## config.mk

```make
export PLATFORM = sky130hd
export DESIGN_NAME = csb_sequencer
export DESIGN_NICKNAME = d
export VERILOG_FILES = /design/src/rtl/csb_sequencer.sv
export SDC_FILE = /design/constraint.sdc
export NUM_CORES = 1
export LEC_CHECK = 0
export ABC_AREA = 1
export CORE_MARGIN = 8
export CORE_UTILIZATION = 45
export CTS_BUF_LIST = sky130_fd_sc_hd__clkbuf_8
export DETAILED_ROUTE_END_ITERATION = 10
export PLACE_DENSITY_LB_ADDON = 0.12
export SYNTH_ARGS = -nofsm -noshare
export SYNTH_HDL_FRONTEND = slang
export SYNTH_HIERARCHICAL = 1
export SYNTH_SLANG_ARGS = --single-unit
```

## constraint.sdc

```tcl
create_clock -name clk -period 3.2 [get_ports clk]
set_input_delay 0.64 -clock clk [delete_from_list [all_inputs] [get_ports clk]]
set_output_delay 0.64 -clock clk [all_outputs]
set_load 0.005 [all_outputs]
```

## src/rtl/csb_sequencer.sv

```systemverilog
// Command sequencer: queues host layer commands and hands them to the compute engine one at a time.
// Latency: ready rises two edges after start and falls one edge after the matching valid is sampled.
// Backpressure: host pushes into a full queue are dropped and flagged in err; the engine paces issue via *_valid.
module csb_cmd_fifo #(
  parameter int DEPTH = 16,
  parameter int W     = 35
) (
  input  logic         clk,
  input  logic         rst,
  input  logic         push,
  input  logic         pop,
  input  logic         flush,
  input  logic [W-1:0] wdat,
  output logic [W-1:0] rdat,
  output logic         full,
  output logic         empty
);
  localparam int AW = $clog2(DEPTH);
  localparam logic [AW:0] ONE = (AW+1)'(1);

  logic [W-1:0] mem [DEPTH];
  logic [AW:0]  wr_ptr, rd_ptr;
  logic         do_push, do_pop;

  // Pointers carry one extra wrap bit so full and empty are distinguishable.
  assign empty   = (wr_ptr == rd_ptr);
  assign full    = (wr_ptr[AW] != rd_ptr[AW]) && (wr_ptr[AW-1:0] == rd_ptr[AW-1:0]);
  assign rdat    = mem[rd_ptr[AW-1:0]];
  assign do_push = push && !full && !flush;
  assign do_pop  = pop && !empty && !flush;

  always_ff @(posedge clk or posedge rst) begin
    if (rst) begin
      wr_ptr <= '0;
      rd_ptr <= '0;
    end else if (flush) begin
      wr_ptr <= '0;
      rd_ptr <= '0;
    end else begin
      if (do_push) wr_ptr <= wr_ptr + ONE;
      if (do_pop)  rd_ptr <= rd_ptr + ONE;
    end
  end

  always_ff @(posedge clk) begin
    if (do_push) mem[wr_ptr[AW-1:0]] <= wdat;
  end
endmodule

module csb_sequencer #(
  parameter int CMD_DEPTH = 16,
  parameter int TIMEOUT   = 0
) (
  input  logic        clk,
  input  logic        rst,
  input  logic        cmd_wr_en,
  input  logic [2:0]  cmd_op_type,
  input  logic [31:0] cmd_op_num,
  output logic        cmd_full,
  output logic        cmd_empty,
  input  logic        start,
  output logic        conv_ready,
  output logic        maxpool_ready,
  output logic        avepool_ready,
  output logic [2:0]  op_type,
  output logic [31:0] op_num,
  input  logic        conv_valid,
  input  logic        maxpool_valid,
  input  logic        avepool_valid,
  output logic        busy,
  output logic        done,
  output logic        err,
  output logic [15:0] cmd_count
);
  typedef enum logic [2:0] {IDLE, FETCH, ISSUE, WAIT_LOW, DONE} state_t;

  localparam logic [1:0] CL_NONE = 2'd0;
  localparam logic [1:0] CL_CONV = 2'd1;
  localparam logic [1:0] CL_MAX  = 2'd2;
  localparam logic [1:0] CL_AVE  = 2'd3;

  function automatic logic [1:0] op_class(input logic [2:0] t);
    case (t)
      3'd1, 3'd2: op_class = CL_CONV;
      3'd3, 3'd4: op_class = CL_MAX;
      3'd5:       op_class = CL_AVE;
      default:    op_class = CL_NONE;
    endcase
  endfunction

  state_t      state, state_nxt;
  logic [34:0] head;
  logic [2:0]  head_type;
  logic [1:0]  head_class, cur_class;
  logic        head_nop, head_illegal;
  logic        pop, start_acc, match_vld, any_ready, complete, timeout_hit;
  logic [31:0] timer;

  csb_cmd_fifo #(.DEPTH(CMD_DEPTH), .W(35)) u_fifo (
    .clk   (clk),
    .rst   (rst),
    .push  (cmd_wr_en),
    .pop   (pop),
    .flush (timeout_hit),
    .wdat  ({cmd_op_type, cmd_op_num}),
    .rdat  (head),
    .full  (cmd_full),
    .empty (cmd_empty)
  );

  assign head_type    = head[34:32];
  assign head_class   = op_class(head_type);
  assign head_nop     = (head_type == 3'd0);
  assign head_illegal = head_type[2] & head_type[1];
  assign cur_class    = op_class(op_type);
  assign pop          = (state == FETCH) && !cmd_empty;
  assign start_acc    = (state == IDLE) && start;
  assign any_ready    = conv_ready | maxpool_ready | avepool_ready;
  // Completion only counts once ready is actually visible to the engine.
  assign complete     = (state == ISSUE) && any_ready && match_vld;
  assign timeout_hit  = (TIMEOUT > 0) && (state == ISSUE) && !complete && (timer == 32'(TIMEOUT));

  always_comb begin
    match_vld = 1'b0;
    case (cur_class)
      CL_CONV: match_vld = conv_valid;
      CL_MAX:  match_vld = maxpool_valid;
      CL_AVE:  match_vld = avepool_valid;
      default: match_vld = 1'b0;
    endcase
  end

  always_ff @(posedge clk or posedge rst) begin
    if (rst) state <= IDLE;
    else     state <= state_nxt;
  end

  always_comb begin
    state_nxt = state;
    case (state)
      IDLE:     if (start) state_nxt = FETCH;
      FETCH:    if (cmd_empty) state_nxt = DONE;
                else if (head_class != CL_NONE) state_nxt = ISSUE;
      ISSUE:    if (complete) state_nxt = WAIT_LOW;
                else if (timeout_hit) state_nxt = DONE;
      WAIT_LOW: if (!match_vld) state_nxt = FETCH;
      DONE:     state_nxt = IDLE;
      default:  state_nxt = IDLE;
    endcase
  end

  always_comb begin
    busy = 1'b0;
    done = 1'b0;
    case (state)
      FETCH, ISSUE, WAIT_LOW: busy = 1'b1;
      DONE:                   done = 1'b1;
      default:                busy = 1'b0;
    endcase
  end

  // Ready trails ISSUE by one edge, so it stays up through the completion cycle.
  always_ff @(posedge clk or posedge rst) begin
    if (rst) begin
      op_type       <= '0;
      op_num        <= '0;
      conv_ready    <= 1'b0;
      maxpool_ready <= 1'b0;
      avepool_ready <= 1'b0;
      cmd_count     <= '0;
      err           <= 1'b0;
      timer         <= '0;
    end else begin
      if (pop) begin
        op_type <= head_type;
        op_num  <= head[31:0];
      end
      conv_ready    <= (state == ISSUE) && !timeout_hit && (cur_class == CL_CONV);
      maxpool_ready <= (state == ISSUE) && !timeout_hit && (cur_class == CL_MAX);
      avepool_ready <= (state == ISSUE) && !timeout_hit && (cur_class == CL_AVE);
      timer         <= (state == ISSUE) ? timer + 32'd1 : 32'd0;
      if (start_acc)
        cmd_count <= '0;
      else if (complete || (pop && head_nop))
        cmd_count <= cmd_count + 16'd1;
      if ((cmd_wr_en && cmd_full) || (pop && head_illegal) || timeout_hit)
        err <= 1'b1;
      else if (start_acc)
        err <= 1'b0;
    end
  end
endmodule

```

After elaboration in Yosys (flattened, before gate mapping)
Memory sizes are Yosys's and may differ from the RTL's.
Index checks and enable logic that the tools add are counted.
- memories: 1
- output and inout bits: 59
- logic and storage cells: 86
- input bits: 42
- flip-flop bits (word level): 68
- RAM bits: 560
- multiplexer cells: 17
- bitwise logic cells: 3
- $add $sub $neg: 3
- equality and inequality tests: 24
- reduce and logical (&&, ||, !) cells: 28
- memories (memory ; depth ; width ; rd ports ; clocked after Yosys merged registers in ; write ports ; RTL line ; RTL):
    u_fifo.mem ; 16 ; 35 ; 1 ; 0 ; 1 ; 21 ; logic [W-1:0] mem [DEPTH];
- operators with widths (cell ; number):
    $mux W16 ; 2
    $eq A3 B2 Y1 const B ; 6
    $add A16 B1 Y16 const B ; 1
    $eq A3 B3 Y1 const B ; 5
    $mux W3 ; 5
    $logic_and A1 B1 Y1 ; 13
    $pmux W2 S3 ; 2
    $pmux W3 S4 ; 1
    $add A5 B1 Y5 const B ; 2
    $eq A3 B1 Y1 const B ; 3
    $reduce_or A2 Y1 ; 4
    $logic_not A3 Y1 ; 2
    $mux W1 ; 6
    $ne A2 B2 Y1 const B ; 3
    $reduce_bool A2 Y1 ; 3
    $eq A5 B5 Y1 ; 1
    $eq A2 B2 Y1 const B ; 2
    $eq A4 B4 Y1 ; 1
    $reduce_and A4 Y1 ; 1
    $ne A3 B1 Y1 const B ; 1
    $pmux W1 S3 ; 1
    $reduce_or A3 Y1 ; 1
    $eq A2 B1 Y1 const B ; 1
    $logic_not A1 Y1 ; 2
    4 further kinds ; 6

Logic depth before layout (Yosys ltp)
Gate-level depths: netlist of run 1.
- depth after elaboration: 9
- gate-level depth with buffers: 18
- mapped depth without buffers: 15

Cells and area by module
Netlist of run 1, hierarchy kept.
- by module, submodules not included (module ; instances ; area each (um2) ; seq. area each (um2) ; cells each):
    csb_cmd_fifo ; 1 ; 22869.4 ; 17066.4 ; 1828
    csb_sequencer ; 1 ; 2750.1 ; 1451.4 ; 343

Least setup slack after synthesis of run 1
Ideal clock, no wire load.
- path kind: reg2reg
- from: reg u_fifo.rd_ptr[0]
- to: mem u_fifo.mem[12][0] (enable)
- setup slack: 0.125 ns
- path buffers: 2
- cell stages (with the launch flop): 10
- data arrival time: 2.648 ns
- period minus slack after synthesis: 3.075 ns
- required time: 2.772 ns
- setup time: 0.428 ns
- cells stage by stage: dfrtp_1 inv_2 buf_6 nand2_1 nand2_1 nor2_2 nand3_4 nand3_2 buf_6 nor2_1
- cells in the longest elaborated chain, start to end: 6
- ends and longest elaborated chain (item ; RTL line ; RTL):
    start: declaration ; 22 ; logic [AW:0] wr_ptr, rd_ptr;
    start signal: assignment ; 41 ; if (do_pop) rd_ptr <= rd_ptr + ONE;
    $eq A4 B4 Y1 ; 27 ; assign full = (wr_ptr[AW] != rd_ptr[AW]) && (wr_ptr[AW-1:0] == rd_ptr[AW-1:0]);
    $logic_and A1 B1 Y1 ; 27 ;
    $logic_not A1 Y1 ; 29 ; assign do_push = push && !full && !flush;
    $logic_and A1 B1 Y1 ; 29 ;
    $mux W1 ; 46 ; if (do_push) mem[wr_ptr[AW-1:0]] <= wdat;
    $mux W1 (implied by the code) ; 46 ;
    end: declaration ; 21 ;
Every way passes these cells.

Worst setup path in the final report of run 1
- from: reg u_fifo.rd_ptr[1]
- to: out cmd_empty
- cells in the longest elaborated chain, start to end: 1
- ends and longest elaborated chain (item ; RTL line ; RTL):
    $eq A5 B5 Y1 ; 26 ; assign empty = (wr_ptr == rd_ptr);
    end: declaration ; 60 ; output logic cmd_empty,
Every way passes these cells.

==> results.json, run 1 <==
{
  "status": "completed",
  "yosys.area_share.simple_pct": 15.9,
  "rsz0062_at_grt": "no",
  "clkSinkCount": 628,
  "clockRootBuffer": "clkbuf_8",
  "critPathArrivalTime_ps": 2410,
  "period_share_pct": 95.4,
  "slew_headroom_pct": 41.8,
  "wl_per_cell_um": 21.5,
  "num_io_pins": 101,
  "ys_warn_count": 6,
  "die_area_sq_mm": 0.0648,
  "hold_viol_final": 0,
  "synth-compound-area-share_pct": 7.74,
  "crit_fanout": 20,
  "vias_per_cell": 5.42,
  "setup-tns-final_ps": 0,
  "min_period_ps": 3050,
  "async_reset_ff_share_pct": 10.8,
  "grt_pass1_wl_um": 102000,
  "globalplace.congestion": 0.809,
  "antenna_found_initial": 1,
  "worst-endpoint-required_ps": 2560,
  "cp-start-kind": "flop",
  "slew_violations": 0,
  "hold_buffers": 0,
  "holdCritPathClass": "in -> async",
  "synth_ff_type": "edfxtp_1",
  "leakage_nw": 10.5,
  "num_antenna_cells": 0,
  "syn_area_sq_mm": 0.0256,
  "whs_ps": 306,
  "syn-num-nets": 2219,
  "worst_pin_slew_ps": 872,
  "die_x_um": 255,
  "portBuffers": 100,
  "dr.first_iter.drc_count": 1528,
  "gr-total-overflow": 0,
  "rows": 87,
  "die_h_um": 255,
  "track_usage_pct": 20.7,
  "timing.rr.start": "u_fifo/rd_ptr[2]$_DFFE_PP0P_",
  "detail-route-antenna-nets": 0,
  "dpl.hpwl_um": 38800,
  "syn_avg_cell_area_sq_um": 11.8,
  "synth_mux_area_share_pct": 0,
  "cts.clk_slew.worst_paths_ps": 60,
  "final_cells": 3148,
  "cts_buffer_depth": 3,
  "maxCapViolations": 0,
  "fin_skew_ps": 26.4,
  "yosys.area_share.adder_pct": 0.293,
  "via_count": 17056,
  "p_per_area_mw_per_mm2": 617,
  "synthCells": 2171,
  "ys_seq_area_share_pct": 72.3,
  "cts_buffers": 102,
  "grt_pass1_vias": 16544,
  "drive_gt1_share_pct": 10.5,
  "final_nets": 2355,
  "wirelength_um": 67600,
  "drc": 0,
  "setup_viol": 0,
  "grt_max_degree": 141,
  "synth_cell_types": 33,
  "dr.pass1.iters": 6,
  "synth_xor_area_share_pct": 0.615,
  "yosys_register_bits": 628,
  "start_util_pct": 45.4,
  "endpoint_kind": "primary output",
  "insertion_delay_ps": 690,
  "crit_start": "u_fifo/rd_ptr[1]$_DFFE_PP0P_",
  "h-tree-depth": 3,
  "cts_tree": "built",
  "vdd_drop_max_mv": 0.337,
  "fmax_mhz": 328,
  "core-area_sq_mm": 0.0564,
  "synth_top_family_by_area": "simple AND/OR/NAND/NOR gates",
  "critical_path_class": "reg -> out",
  "synth_edf_count": 560,
  "dp.cells": 2955,
  "syn_to_final_growth_pct": 15.4
}
-- synth_stat cells, types with 5 or more instances --
cell / n / area [sq um]
nand2_1: 243 / 912
nand2_2: 10 / 62.6
dfrtp_1: 68 / 1700
buf_4: 6 / 45.0
nor2_1: 536 / 2010
nand3_2: 5 / 50.1
ha_1: 6 / 75.1
edfxtp_1: 560 / 16800
inv_2: 7 / 26.3
clkbuf_1: 55 / 206
o211ai_1: 70 / 526
o21ai_1: 67 / 335
o21ai_0: 217 / 1090
buf_6: 13 / 146
nand3_1: 174 / 871
inv_1: 29 / 109
buf_1: 21 / 78.8
nand4_1: 13 / 81.3
buf_2: 29 / 145
xor2_1: 14 / 123
-- through the flow --
stage / utilization [%] / total power (W) / setup WS (ps) / area (sq um)
after floorplan: - / 0.0108 / 125 / 25600
after global placement: 48.9 / 0.0119 / 457 / 27600
after detailed placement: 48.9 / 0.0119 / 441 / 27600
after CTS: 52.4 / 0.0184 / 3.01 / 29500
after global routing: 52.4 / 0.0190 / 21.8 / 29600
final: 52.4 / 0.0182 / 148 / 29600
-- sequential cells by signal, summed over array words and instances, names as in the netlist --
register / count
op_type: 3
maxpool_ready: 1
op_num: 32
u_fifo/wr_ptr: 5
err: 1
u_fifo/mem: 560
avepool_ready: 1
u_fifo/rd_ptr: 5
state: 3
conv_ready: 1
cmd_count: 16
-- placed cells by master (no fill, tap or decap), types with 5 or more instances in the layout --
cell / netlist / layout
nor2_4: 0 / 18
xor2_1: 14 / 14
dfrtp_1: 68 / 60
inv_2: 7 / 8
o21ai_1: 67 / 67
clkinv_2: 0 / 14
edfxtp_1: 560 / 560
nand2_1: 243 / 243
inv_1: 29 / 60
clkbuf_8: 0 / 111
clkinv_1: 0 / 23
nor2_1: 536 / 519
buf_4: 6 / 51
buf_12: 1 / 9
dfrtp_2: 0 / 5
o21ai_0: 217 / 217
o211ai_1: 70 / 70
nand4_1: 13 / 13
ha_1: 6 / 6
nand3_1: 174 / 174
clkdlybuf4s50_1: 0 / 100
nand2_2: 10 / 10
-- routing by layer --
layer	vias up	global-route usage [%]	part of all wire [%]
met5	-	0	0.016
met4	2	5.96	1.9
met3	91	4.37	7.4
met2	570	31.4	45
met1	8454	30.1	46
li1	7939	-	-
-- worst max-delay path, cell delays in order, from the launching register on --
cell and delay (ps):
dfrtp_4 450, inv_6 90, nand2_1 70, nand2_1 70, nor2_2 230, nand3_4 150, inv_2 140, clkdlybuf4s50_1 540
-- path summary, 6_finish.rpt --
path	cells after the start	endpoint	slack, ps
min in group clk	2	op_num[5]$_DFFE_PP0P_	470
worst min register to register	2	op_num[5]$_DFFE_PP0P_	470
worst max-delay path	7	cmd_empty	150
max in group asynchronous	3	op_num[23]$_DFFE_PP0P_	2170
worst max register to register	11	cmd_count[14]$_DFFE_PP0P_	610
worst min-delay path	2	u_fifo/rd_ptr[2]$_DFFE_PP0P_	310
-- final cells by class --
| cell class | instances | area (sq um) |
|---|---|---|
| inverter | 37 | 153 |
| fill | 4978 | 26800 |
| clock inverter | 78 | 382 |
| tap | 756 | 946 |
| multi-input combinational | 1377 | 6440 |
| clock buffer | 111 | 1530 |
| sequential | 628 | 18500 |
| timing repair buffer | 161 | 1580 |
-- kinds of logic after synthesis --
family | after synthesis
other | 1
buffers and inverters | 166
XOR/XNOR | 18
AND/OR/NAND/NOR | 992
adder cells (fa/ha/maj) | 6
flip-flops | 628
AO/OA/AOI/OAI | 360
-- repair_timing --
| action | 4_1_cts | 5_1_grt |
|---|---|---|
| cloned | 0 | 0 |
| gates resized for setup | 4 | 4 |
| endpoints found under the setup margin | 1 | 1 |
| setup buffers | 4 | 0 |
-- power breakdown --
group | internal, W | leakage (nW) | switching, W
logic | 0.000898 | 3.48 | 0.00131
registers | 0.00926 | 5.92 | 0.000254
clock network | 0.00335 | 1.11 | 0.00317
No activity file was read; power rests on OpenSTA's default activity.
==> inputs of run 2 (changes only) <==
Settings changed: CORE_UTILIZATION 45 to 40.
==> results.json, run 2 (same netlist as run 1, synthesis figures left out) <==
{
  "hold_buffers": 0,
  "dr.pass1.iters": 5,
  "dr.first_iter.drc_count": 1454,
  "cts_buffer_depth": 3,
  "min_period_ps": 3070,
  "cts.clk_slew.worst_paths_ps": 60,
  "crit_fanout": 7,
  "die_h_um": 269,
  "largest_reg_flops": 560,
  "holdCritPathClass": "in -> async",
  "die_x_um": 269,
  "portBuffers": 100,
  "fillers": 5692,
  "p_per_area_mw_per_mm2": 619,
  "wl_per_cell_um": 21.3,
  "h-tree-depth": 3,
  "setup_viol": 0,
  "start_util_pct": 40.5,
  "rows": 92,
  "status": "completed",
  "final_cells": 3237,
  "final_nets": 2346,
  "grt_pass1_vias": 16603,
  "final_common_cell": "edfxtp_1",
  "post_cts.repair.setup_buffers": 0,
  "maxCapViolations": 0,
  "cts_tree": "built",
  "cts_buffers": 106,
  "num_io_pins": 101,
  "drive_gt1_share_pct": 10.3,
  "reg2reg_depth": 15,
  "grt_max_degree": 229,
  "cp-start-kind": "flop",
  "slowest_delay_ps": 510,
  "leakage_nw": 10.5,
  "detail-route-antenna-nets": 0,
  "critical_path_class": "reg -> out",
  "die_area_sq_mm": 0.0724,
  "worst_pin_slew_ps": 1210,
  "antenna_found_initial": 2,
  "insertion_delay_ps": 710,
  "via_count": 16865,
  "worst-endpoint-required_ps": 2560,
  "core-area_sq_mm": 0.0632,
  "vdd_drop_max_mv": 0.332,
  "clkSinkCount": 628,
  "timing.rr.end": "state[0]$_DFFE_PP0P_",
  "drc": 0,
  "track_usage_pct": 18.9,
  "slew_headroom_pct": 19.6,
  "syn_to_final_growth_pct": 16.1,
  "hold_viol_final": 0,
  "period_share_pct": 95.9,
  "gr-total-overflow": 0,
  "grt_pass1_wl_um": 104000,
  "endpoint_kind": "primary output",
  "design_area_sq_mm": 0.0297,
  "wirelength_um": 68800,
  "fin_skew_ps": 29.7,
  "path_cells": "inv_1, nand2_1, nand2_1, nor2_4, nand3_4, buf_4, inv_1, clkdlybuf4s50_1",
  "dpl-instance-area_sq_mm": 0.0277,
  "dp.cells": 3036,
  "slew_violations": 0,
  "cp_slowest_cell": "clkdlybuf4s50_1",
  "clockRootBuffer": "clkbuf_8",
  "dp_slack_ps": 278,
  "critPathArrivalTime_ps": 2430,
  "dpl.hpwl_um": 35000,
  "r2r_setup_slack_ps": 280,
  "vias_per_cell": 5.21,
  "layout_setup_ws_ps": 131,
  "fmax_mhz": 326,
  "mostFrequentLayoutCells": "edfxtp_1, nor2_1, nand2_1",
  "globalplace.congestion": 0.783,
  "timing.rr.start": "u_fifo/rd_ptr[0]$_DFFE_PP0P_"
}
[run 2: final cells by class]
class,count,area [sq um],area share [%]
clock inverter,85,414,1.39
multi-input combinational,1377,6440,21.7
tap,846,1060,3.56
sequential,628,18500,62.3
antenna,1,2.50,0.00841
inverter,37,155,0.522
clock buffer,115,1580,5.32
timing repair buffer,148,1560,5.23
[run 2: worst max-delay path, delay by kind of cell, from the launching register on]
kind | cells | cell delay, ps
buffers and inverters | 4 | 890
and+or+nand+nor | 4 | 400
DFF | 1 | 440
[run 2: through the flow]
stage | hold WS [ps] | total power (W) | utilization [%] | setup TNS (ps)
4_1_cts | 247 | 0.0186 | 47.0 | 0
3_5_place_dp | 458 | 0.0119 | 43.9 | 0
3_3_place_gp | 457 | 0.0119 | 43.9 | 0
5_1_grt | 335 | 0.0193 | 47.1 | -6.62
2_1_floorplan | 465 | 0.0108 | - | 0
6_report | 292 | 0.0184 | 47.1 | 0
[run 2: repair_timing]
| item | CTS | global route |
|---|---|---|
| resized for setup | 3 | 5 |
| cloned | 0 | 0 |
| setup endpoints to repair | 2 | 3 |
[run 2: report_power, final]
| group | total (W) | internal (W) | switching, W |
|---|---|---|---|
| registers | 0.00952 | 0.00926 | 0.000258 |
| logic | 0.00220 | 0.000907 | 0.00129 |
| clock network | 0.00669 | 0.00342 | 0.00327 |
[run 2: worst max-delay path by stage]
stage                     depth (start not counted)                          from  slack, ps                     endpoint
after floorplan                                   9  u_fifo/rd_ptr[0]$_DFFE_PP0P_        120  u_fifo/mem[12][0]$_DFFE_PP_
after global placement                           13  u_fifo/rd_ptr[1]$_DFFE_PP0P_        330    cmd_count[15]$_DFFE_PP0P_
after detailed placement                         15  u_fifo/rd_ptr[0]$_DFFE_PP0P_        280         state[0]$_DFFE_PP0P_
after CTS                                         7  u_fifo/wr_ptr[0]$_DFFE_PP0P_         10                    cmd_empty
after global routing                              8  u_fifo/wr_ptr[0]$_DFFE_PP0P_         -7                     cmd_full
final                                             8  u_fifo/wr_ptr[0]$_DFFE_PP0P_        130                     cmd_full
[run 2: layer usage]
| layer | vias to the layer above | global-route usage (%) | share of wire, % |
|---|---|---|---|
| met5 | - | 0 | 0.019 |
| met4 | 2 | 5.19 | 1.7 |
| met3 | 95 | 3.15 | 5.3 |
| met2 | 451 | 30.4 | 47 |
| met1 | 8385 | 26.5 | 46 |
| li1 | 7932 | - | - |
